### config.mk
export PLATFORM = sky130hd
export DESIGN_NAME = l2_cache_control
export DESIGN_NICKNAME = d
export VERILOG_FILES = /design/src/rtl/lc3b_types.sv /design/src/rtl/l2_cache_control_plru.sv /design/src/rtl/l2_cache_control.sv
export SDC_FILE = /design/constraint.sdc
export NUM_CORES = 1
export LEC_CHECK = 0
export CAP_MARGIN = 20
export CORE_UTILIZATION = 47
export CTS_CLUSTER_SIZE = 24
export DETAILED_ROUTE_END_ITERATION = 6
export GPL_TIMING_DRIVEN = 0
export PLACE_DENSITY = 0.95
export SLEW_MARGIN = 20
export SYNTH_ARGS = -nofsm -noshare
export SYNTH_HDL_FRONTEND = slang
export SYNTH_SLANG_ARGS = --single-unit
### constraint.sdc
create_clock -name clk -period 4.14 [get_ports clk]
set_input_delay 0.621 -clock clk [delete_from_list [all_inputs] [get_ports clk]]
set_output_delay 0.621 -clock clk [all_outputs]
set_load 0.05 [all_outputs]
### src/rtl/lc3b_types.sv
// Shared types and constants for the LC-3b memory hierarchy.
// This file holds the L2 controller state encoding and the way-select helpers.
package lc3b_types;

    typedef enum logic [1:0] {
        L2_IDLE      = 2'd0,
        L2_CHECK     = 2'd1,
        L2_WRITEBACK = 2'd2,
        L2_FILL      = 2'd3
    } l2_state_t;

    localparam logic [2:0] L2_PMEM_SEL_REQ = 3'd4;
    localparam int         L2_WAYS         = 4;

    // Converts a one-hot way vector to a way index. A vector that is not one-hot maps to way 0.
    function automatic logic [1:0] onehot_to_way(input logic [L2_WAYS-1:0] oh);
        logic [1:0] way;
        case (oh)
            4'b0001: way = 2'd0;
            4'b0010: way = 2'd1;
            4'b0100: way = 2'd2;
            4'b1000: way = 2'd3;
            default: way = 2'd0;
        endcase
        return way;
    endfunction

endpackage

### src/rtl/l2_cache_control_plru.sv
// Tree pseudo-LRU for one 4-way set.
// Picks the victim way from the PLRU bits and computes the updated bits for a hit.
module l2_plru
    import lc3b_types::*;
(
    input  logic [2:0]         lru_out,
    input  logic [L2_WAYS-1:0] hit_set,
    output logic [1:0]         victim_way,
    output logic [2:0]         lru_in
);

    logic [1:0] hit_way_s;

    assign hit_way_s = onehot_to_way(hit_set);

    // Victim selection: lru[2] picks a pair of ways, then lru[0] or lru[1] picks a way within that pair.
    always_comb begin
        victim_way = 2'd0;
        if (lru_out[2] == 1'b0) begin
            victim_way = lru_out[0] ? 2'd2 : 2'd3;
        end else begin
            victim_way = lru_out[1] ? 2'd0 : 2'd1;
        end
    end

    // Points the tree away from the way that was just used. Bits of the other pair keep their value.
    always_comb begin
        lru_in = lru_out;
        case (hit_way_s)
            2'd0: begin lru_in[2] = 1'b0; lru_in[1] = 1'b0; end
            2'd1: begin lru_in[2] = 1'b0; lru_in[1] = 1'b1; end
            2'd2: begin lru_in[2] = 1'b1; lru_in[0] = 1'b0; end
            2'd3: begin lru_in[2] = 1'b1; lru_in[0] = 1'b1; end
            default: lru_in = lru_out;
        endcase
    end

endmodule

### src/rtl/l2_cache_control.sv
// Control FSM for the 4-way write-back/write-allocate L2.
// It handles hit service, dirty-victim writeback, line fill, PLRU upkeep and the hit/miss counters.
module l2_cache_control
    import lc3b_types::*;
#(
    parameter int CNT_WIDTH = 16
)
(
    input  logic                 clk,
    input  logic                 reset_n,
    input  logic                 l2_read,
    input  logic                 l2_write,
    output logic                 l2_resp,
    output logic                 pmem_read,
    output logic                 pmem_write,
    input  logic                 pmem_resp,
    input  logic                 hit,
    input  logic [3:0]           hit_set,
    input  logic [2:0]           lru_out,
    input  logic                 v0_out,
    input  logic                 v1_out,
    input  logic                 v2_out,
    input  logic                 v3_out,
    input  logic                 d0_out,
    input  logic                 d1_out,
    input  logic                 d2_out,
    input  logic                 d3_out,
    output logic [2:0]           lru_in,
    output logic                 ld_lru,
    output logic                 v0_in,
    output logic                 v1_in,
    output logic                 v2_in,
    output logic                 v3_in,
    output logic                 ld_v0,
    output logic                 ld_v1,
    output logic                 ld_v2,
    output logic                 ld_v3,
    output logic                 d0_in,
    output logic                 d1_in,
    output logic                 d2_in,
    output logic                 d3_in,
    output logic                 ld_d0,
    output logic                 ld_d1,
    output logic                 ld_d2,
    output logic                 ld_d3,
    output logic                 ld_tag0,
    output logic                 ld_tag1,
    output logic                 ld_tag2,
    output logic                 ld_tag3,
    output logic                 ld_data0,
    output logic                 ld_data1,
    output logic                 ld_data2,
    output logic                 ld_data3,
    output logic                 write_mux_sel,
    output logic [2:0]           pmem_mux_sel,
    output logic [CNT_WIDTH-1:0] hit_count,
    output logic [CNT_WIDTH-1:0] miss_count
);

    l2_state_t            state_r, next_s;
    logic [1:0]           victim_r;
    logic                 from_idle_r;
    logic [CNT_WIDTH-1:0] hit_count_r, miss_count_r;

    logic [L2_WAYS-1:0] v_out_s, d_out_s, victim_mask_s;
    logic [L2_WAYS-1:0] ld_v_s, v_in_s, ld_d_s, d_in_s, ld_tag_s, ld_data_s;
    logic [1:0]         plru_victim_s;
    logic               req_s, victim_dirty_s;
    logic               l2_resp_s, pmem_read_s, pmem_write_s, ld_lru_s, write_mux_s;
    logic [2:0]         pmem_sel_s;

    assign v_out_s        = {v3_out, v2_out, v1_out, v0_out};
    assign d_out_s        = {d3_out, d2_out, d1_out, d0_out};
    assign req_s          = l2_read | l2_write;
    assign victim_mask_s  = 4'b0001 << victim_r;
    assign victim_dirty_s = v_out_s[plru_victim_s] & d_out_s[plru_victim_s];

    l2_plru u_plru (
        .lru_out    (lru_out),
        .hit_set    (hit_set),
        .victim_way (plru_victim_s),
        .lru_in     (lru_in)
    );

    // State register, plus a flag that marks a CHECK entered straight from IDLE, which is the only kind of hit the counter counts.
    always_ff @(posedge clk or negedge reset_n) begin
        if (!reset_n) begin
            state_r     <= L2_IDLE;
            from_idle_r <= 1'b0;
        end else begin
            state_r     <= next_s;
            from_idle_r <= (state_r == L2_IDLE);
        end
    end

    // The victim is latched in CHECK because lru_out can change once the datapath rewrites the set.
    always_ff @(posedge clk or negedge reset_n) begin
        if (!reset_n) begin
            victim_r <= 2'd0;
        end else if ((state_r == L2_CHECK) && req_s && !hit) begin
            victim_r <= plru_victim_s;
        end
    end

    // Saturating statistics counters.
    always_ff @(posedge clk or negedge reset_n) begin
        if (!reset_n) begin
            hit_count_r  <= {CNT_WIDTH{1'b0}};
            miss_count_r <= {CNT_WIDTH{1'b0}};
        end else if ((state_r == L2_CHECK) && req_s) begin
            if (hit && from_idle_r && (hit_count_r != {CNT_WIDTH{1'b1}})) begin
                hit_count_r <= hit_count_r + CNT_WIDTH'(1);
            end
            if (!hit && (miss_count_r != {CNT_WIDTH{1'b1}})) begin
                miss_count_r <= miss_count_r + CNT_WIDTH'(1);
            end
        end
    end

    // Next-state and datapath control decode.
    always_comb begin
        next_s       = state_r;
        l2_resp_s    = 1'b0;
        pmem_read_s  = 1'b0;
        pmem_write_s = 1'b0;
        ld_lru_s     = 1'b0;
        ld_v_s       = 4'b0000;
        v_in_s       = 4'b0000;
        ld_d_s       = 4'b0000;
        d_in_s       = 4'b0000;
        ld_tag_s     = 4'b0000;
        ld_data_s    = 4'b0000;
        write_mux_s  = 1'b0;
        pmem_sel_s   = L2_PMEM_SEL_REQ;
        case (state_r)
            L2_IDLE: begin
                if (req_s) begin
                    next_s = L2_CHECK;
                end else begin
                    next_s = L2_IDLE;
                end
            end
            L2_CHECK: begin
                if (!req_s) begin
                    next_s = L2_IDLE;
                end else if (hit) begin
                    l2_resp_s = 1'b1;
                    ld_lru_s  = 1'b1;
                    next_s    = L2_IDLE;
                    // A write (including read+write) merges the arbiter data into the hit way and marks it dirty.
                    if (l2_write) begin
                        ld_data_s   = hit_set;
                        write_mux_s = 1'b1;
                        ld_d_s      = hit_set;
                        d_in_s      = hit_set;
                    end else begin
                        ld_data_s   = 4'b0000;
                    end
                end else if (victim_dirty_s) begin
                    next_s = L2_WRITEBACK;
                end else begin
                    next_s = L2_FILL;
                end
            end
            L2_WRITEBACK: begin
                pmem_write_s = 1'b1;
                pmem_sel_s   = {1'b0, victim_r};
                if (pmem_resp) begin
                    ld_d_s = victim_mask_s;
                    next_s = L2_FILL;
                end else begin
                    next_s = L2_WRITEBACK;
                end
            end
            L2_FILL: begin
                pmem_read_s = 1'b1;
                if (pmem_resp) begin
                    ld_data_s = victim_mask_s;
                    ld_tag_s  = victim_mask_s;
                    ld_v_s    = victim_mask_s;
                    v_in_s    = victim_mask_s;
                    ld_d_s    = victim_mask_s;
                    next_s    = L2_CHECK;
                end else begin
                    next_s    = L2_FILL;
                end
            end
            default: next_s = L2_IDLE;
        endcase
    end

    assign l2_resp       = l2_resp_s;
    assign pmem_read     = pmem_read_s;
    assign pmem_write    = pmem_write_s;
    assign ld_lru        = ld_lru_s;
    assign write_mux_sel = write_mux_s;
    assign pmem_mux_sel  = pmem_sel_s;
    assign hit_count     = hit_count_r;
    assign miss_count    = miss_count_r;
    assign {v3_in, v2_in, v1_in, v0_in}             = v_in_s;
    assign {ld_v3, ld_v2, ld_v1, ld_v0}             = ld_v_s;
    assign {d3_in, d2_in, d1_in, d0_in}             = d_in_s;
    assign {ld_d3, ld_d2, ld_d1, ld_d0}             = ld_d_s;
    assign {ld_tag3, ld_tag2, ld_tag1, ld_tag0}     = ld_tag_s;
    assign {ld_data3, ld_data2, ld_data1, ld_data0} = ld_data_s;

endmodule

======== Yosys cells after proc, flatten, opt, wreduce, memory -nomap -nowiden ========
Index checks and enable logic that the tools add are counted.
operators by class
  add/subtract/negate cells ............... 2
  multipliers ............................. 0
  divide/modulo/power cells ............... 0
  order comparisons ....................... 1
  equal/unequal tests ..................... 11
  shift-type cells ........................ 1
  mux-type cells .......................... 36
  bitwise logic cells ..................... 2
  reductions and logical operators ........ 13
operators with widths
  kind                                                                   count
  16-bit by 1-bit adder with 16-bit output (second input constant)       2
  16-bit inequality test (second input constant)                         2
  4-bit 2-to-1 mux                                                       6
  1-bit 2-to-1 mux                                                       16
  4-bit case mux with 2 select lines                                     2
  2-bit == test (second input constant)                                  4
  2-bit 2-to-1 mux                                                       4
  2-bit case mux with 4 select lines                                     1
  1-bit case mux with 2 select lines                                     3
  2-bit case mux with 3 select lines                                     1
  2-bit OR reduction                                                     3
  1-bit logical AND                                                      5
  1-bit binary-select mux with 2-bit select                              2
  2-bit by 1-bit == test with 1-bit output (second input constant)       2
  4-bit by 2-bit == test with 1-bit output (second input constant)       1
  4-bit by 3-bit == test with 1-bit output (second input constant)       1
  4-bit == test (second input constant)                                  1
  2-bit zero test                                                        2
  2-bit AND reduction                                                    2
  1-bit by 2-bit left shift with 4-bit output (first input constant)     1
  2-bit by 3-bit < comparator with 1-bit output (second input constant)  1
  3-bit 2-to-1 mux                                                       1
  1-bit AND                                                              1
  1-bit zero test                                                        1
  1-bit bitwise OR                                                       1
word-level totals
  flip-flop bits (word level) ............. 37
  latch bits .............................. 0
  memory bits (writable) .................. 0
  ROM bits ................................ 0
  output and inout bits ................... 67
  logic and storage cells ................. 71
  memories ................................ 0

======== Logic depth before layout (Yosys ltp) ========
  depth after elaboration ................. 9
  gate-level depth with buffers ........... 6
  mapped depth without buffers ............ 5

======== Cells and area by module ========
From an unflattened synthesis, not the netlist that was laid out.
second synthesis, totals
  cell total of the unflattened synthesis .. 228
  area total of the unflattened synthesis .. 2252.2 um2
by module, submodules not included
  module            instances  cells each  area each (um2)  seq. area each (um2)
  l2_cache_control  1          215         2165.8           925.9
  l2_plru           1          13          86.3             0.0

======== Worst setup path after synthesis ========
Ideal clock, no wire load.
  path type ............................... input to output
  start ................................... input hit
  end ..................................... output ld_data0
  arrival time ............................ 2522 ps
  required time ........................... 3519 ps
  setup slack ............................. 997 ps
  stages on the path ...................... 4
  cell sequence ........................... nand3b_4 -> nor2_1 -> and2_1 -> o21a_1
between the ends
  cells in the longest elaborated chain, start to end .. 3
RTL lines
  item                                line                     source
  from (decl)                         l2_cache_control.sv:17   input logic hit,
  4-bit 2-to-1 mux                    l2_cache_control.sv:146  end else if (hit) begin
  4-bit 2-to-1 mux                    l2_cache_control.sv:144  if (!req_s) begin
  4-bit case mux with 2 select lines  l2_cache_control.sv:135  case (state_r)
  to (decl)                           l2_cache_control.sv:50   output logic ld_data0,
Every way passes these cells.

======== Worst setup path in the final report ========
Same ends and word-level chain as after synthesis.

==> results by group <==
Flow run
  • Max-Cap Viols: 0

Clock tree
  • Clock sinks: 37
  • Clock Tree Root: clkbuf_8
  • Reg clk slew, reported paths: about 0.080 ns
  • Worst-skew pair later-pin latency: 0.30 ns
  • PostCTS Resize Cnt: 0
  • TritonCTS Buffers: 5
  • Hold buffer count at CTS: 0
  • Post-CTS setup repair buffer count: 0
  • Clk buf depth: 2
  • H-tree levels: 2
  • CTS tree: yes

Critical path
  • Most numerous cell on the critical path: clkdlybuf4s50_1
  • Cell family with most CP delay: buffers and inverters
  • Critical path cell sequence: clkdlybuf4s50_1 > nand3b_4 > nor2_1 > and2_1 > o21a_1 > clkdlybuf4s50_1
  • R2r setup slk: 2.08 ns
  • Endpoint class of the critical path: output port
  • Startpoint Class: input pin
  • Worst path max stage delay: 0.80 ns
  • Worst EP required: 3.52 ns
  • Crit path kind: input pin to output port
  • WP buf/inv: 2
  • Worst-path fanout max: 5
  • CP max stage cell: clkdlybuf4s50_1
  • Worst path arrival time: 2.75 ns

Pwr
  • Sw Share: 44.4%
  • Sw Pwr: 731 uW
  • Max rail drop VDD: 0.394 mV
  • Seq pwr share: between 30% and 40%
  • Cell-internal power: 914 uW
  • Cell area power density: 506 nW/um^2
  • Leak Pwr: 1.44 nW
  • Final Power: 1.65 mW
  • Comb pwr share: 49.5%
  • Clock power frac: 20.0%

Run status
  • Outcome: completed

Synthesis
  • Number of flops mapped to enable cells by yosys: 0
  • Mean area per synthesized cell: 9.49 um^2
  • Synth Warn #: 0
  • Leading post-synthesis cells by cell area: dfrtp_1 (42%), xor2_1 (8.0%), nand2_1 (4.5%)
  • Dominant cell type by area after synthesis: dfrtp_1
  • Post-synthesis async set-or-reset flop share: 100%
  • Count of cell types in the netlist: 45
  • Cells after synthesis: 230
  • Most numerous cell in the Yosys netlist: dfrtp_1
  • Syn Std Cell Area: 2180 um^2
  • #FFs+latches synth: 37
  • Seq/Total Area, Yosys: 42.4%
  • Dominant synthesized flop cell: dfrtp_1
  • Synth cell count leaders: dfrtp_1 (37), nand2_1 (26), xor2_1 (20)
  • Syn_nets: ~250
  • Post-synth top area share: 42.4%

Final layout
  • # nets final: 348
  • Area growth syn-to-layout: 48.9%
  • Design area: 3250 um^2
  • Share of cells above drive strength 1: 12.3%
  • Filler instances: about 340
  • Antenna fix cells: 0
  • Core Util, Final: roughly 74%

Timing
  • Final hold violations: 0
  • Tcrit/Tclk final: between 80% and 90%
  • Minimum clock period: 3.37 ns
  • RSZ-0062 raised after global routing: false
  • Worst rel slew slack: 56.5%
  • Setup TNS: 0 ns
  • # setup viols final: 0
  • Max Freq: 297 MHz
  • Setup Skew: 0.00773 ns
  • Slack of the critical path: around 0.77 ns
  • Slew @ Worst Pin: 0.648 ns
  • Pins over their slew limit: 0

Drt
  • Number of detailed-route iterations in the first pass: 4
  • Via/cell ratio: 5.42
  • ANT nets after route: 0
  • Initial DRC Count: ~140
  • Final WL: 5660 um
  • Drc violations: 0
  • Drt wl/cell: around 15 um
  • Vias: 2,048

Placed design
  • Placed Area: 3130 um^2
  • Place WS: roughly 0.80 ns
  • GPL Wtd Cong: 0.886
  • Placed wire-length estimate: 4360 um
  • Port bufs: 87

Floorplan
  • Die height: ~70 um
  • DIE AREA: 4920 um^2
  • Die Wd: 70.1 um
  • Starting density of the core: 49.4%
  • Top-Level Pins: 88
  • CORE AREA: 4410 um^2
  • Row count: 24

GRT
  • GRT Overall Usage: about a quarter
  • Number of global-route vias before repair: 1,936
  • Largest net degree at the start of global routing: 29
  • Total congestion overflow: 0
  • First-pass GRT wire length: a little over 9000 um
  • Initial antenna violation count: 0

Hold path
  • Tightest Hold Check Type: input pin to asynchronous set/reset pin
==> power by group through the flow <==
stage / clock, mW / sequential, mW / combinational (mW)
detailed placement: 0 / 0.508 / 0.816
global route: 0.343 / 0.512 / 0.859
global placement: 0 / 0.502 / 0.792
floorplan: 0 / 0.625 / 0.423
finish: 0.329 / 0.502 / 0.814
CTS: 0.332 / 0.501 / 0.818
==> state kept, by name, indices dropped and copies added (netlist names) <==
name	count
victim_r	2
miss_count	16
hit_count	16
from_idle_r	1
state_r	2
==> layout by cell type, fill, tap and decap left out, types with 2 or more instances in the layout <==
| cell type | instances |
|---|---|
| buf_4 | 9 |
| buf_6 | 2 |
| and2_1 | 7 |
| inv_1 | 6 |
| or4_1 | 2 |
| nor4_1 | 4 |
| nor2_1 | 18 |
| xor2_1 | 20 |
| dfrtp_1 | 37 |
| o21ai_0 | 7 |
| ha_1 | 2 |
| clkbuf_1 | 4 |
| nand2b_1 | 2 |
| clkbuf_8 | 6 |
| nand3_1 | 9 |
| xnor2_1 | 5 |
| clkdlybuf4s50_1 | 86 |
| nor3b_1 | 3 |
| o21a_1 | 5 |
| buf_2 | 2 |
| nand4_1 | 9 |
| or2_2 | 4 |
| nor3_1 | 15 |
| a21oi_1 | 2 |
| and3_1 | 3 |
| nand2_1 | 26 |
| mux2_2 | 7 |
| nand3b_1 | 3 |
==> per-stage QoR <==
step / instances / hold WS, ns
6_report: 378 / 0.170
5_1_grt: 378 / 0.185
4_1_cts: 378 / 0.175
3_5_place_dp: 370 / 0.490
3_3_place_gp: 369 / 0.476
2_1_floorplan: 230 / 0.325
==> final timing paths <==
check                              start        endpoint  cells after the start
min in group clk           miss_count[5]   miss_count[5]                      1
max                                  hit        ld_data0                      6
max reg2reg                 hit_count[0]   hit_count[12]                      6
min                              reset_n    hit_count[2]                      1
min reg2reg                miss_count[5]   miss_count[5]                      1
max in group asynchronous        reset_n  miss_count[14]                      2
==> logic make-up after synthesis <==
family | Yosys count | synth area share, %
AOI/OAI and AO/OA | 20 | 6.02
xor gates and xnor gates | 25 | 10.0
adders and majority gates | 2 | 1.15
buffers and inverters | 22 | 6.13
DFF | 37 | 42.4
muxes | 8 | 4.30
and+or+nand+nor | 116 | 29.9
==> final cells by class <==
cell class	count	area, um^2	share of cell area, %
Tap cell	52	65.1	2.00
Clock inverter	1	30.0	0.924
Inverter	6	22.5	0.693
Buffer	16	111	3.43
Multi-Input combinational cell	171	1120	34.5
Sequential cell	37	926	28.5
Clock buffer	7	86.3	2.66
Timing Repair Buffer	88	886	27.3
==> routing by layer <==
layer	track usage, %	wire (um)	share of wire [%]	up-vias
met2	42.9	3020	53	45
met1	28.2	2360	42	1003
met4	8.67	93	1.6	0
li1	-	-	-	991
met3	3.61	182	3.2	9
met5	0	0	0	-
Note: power is estimated with default switching activity, not from simulation.
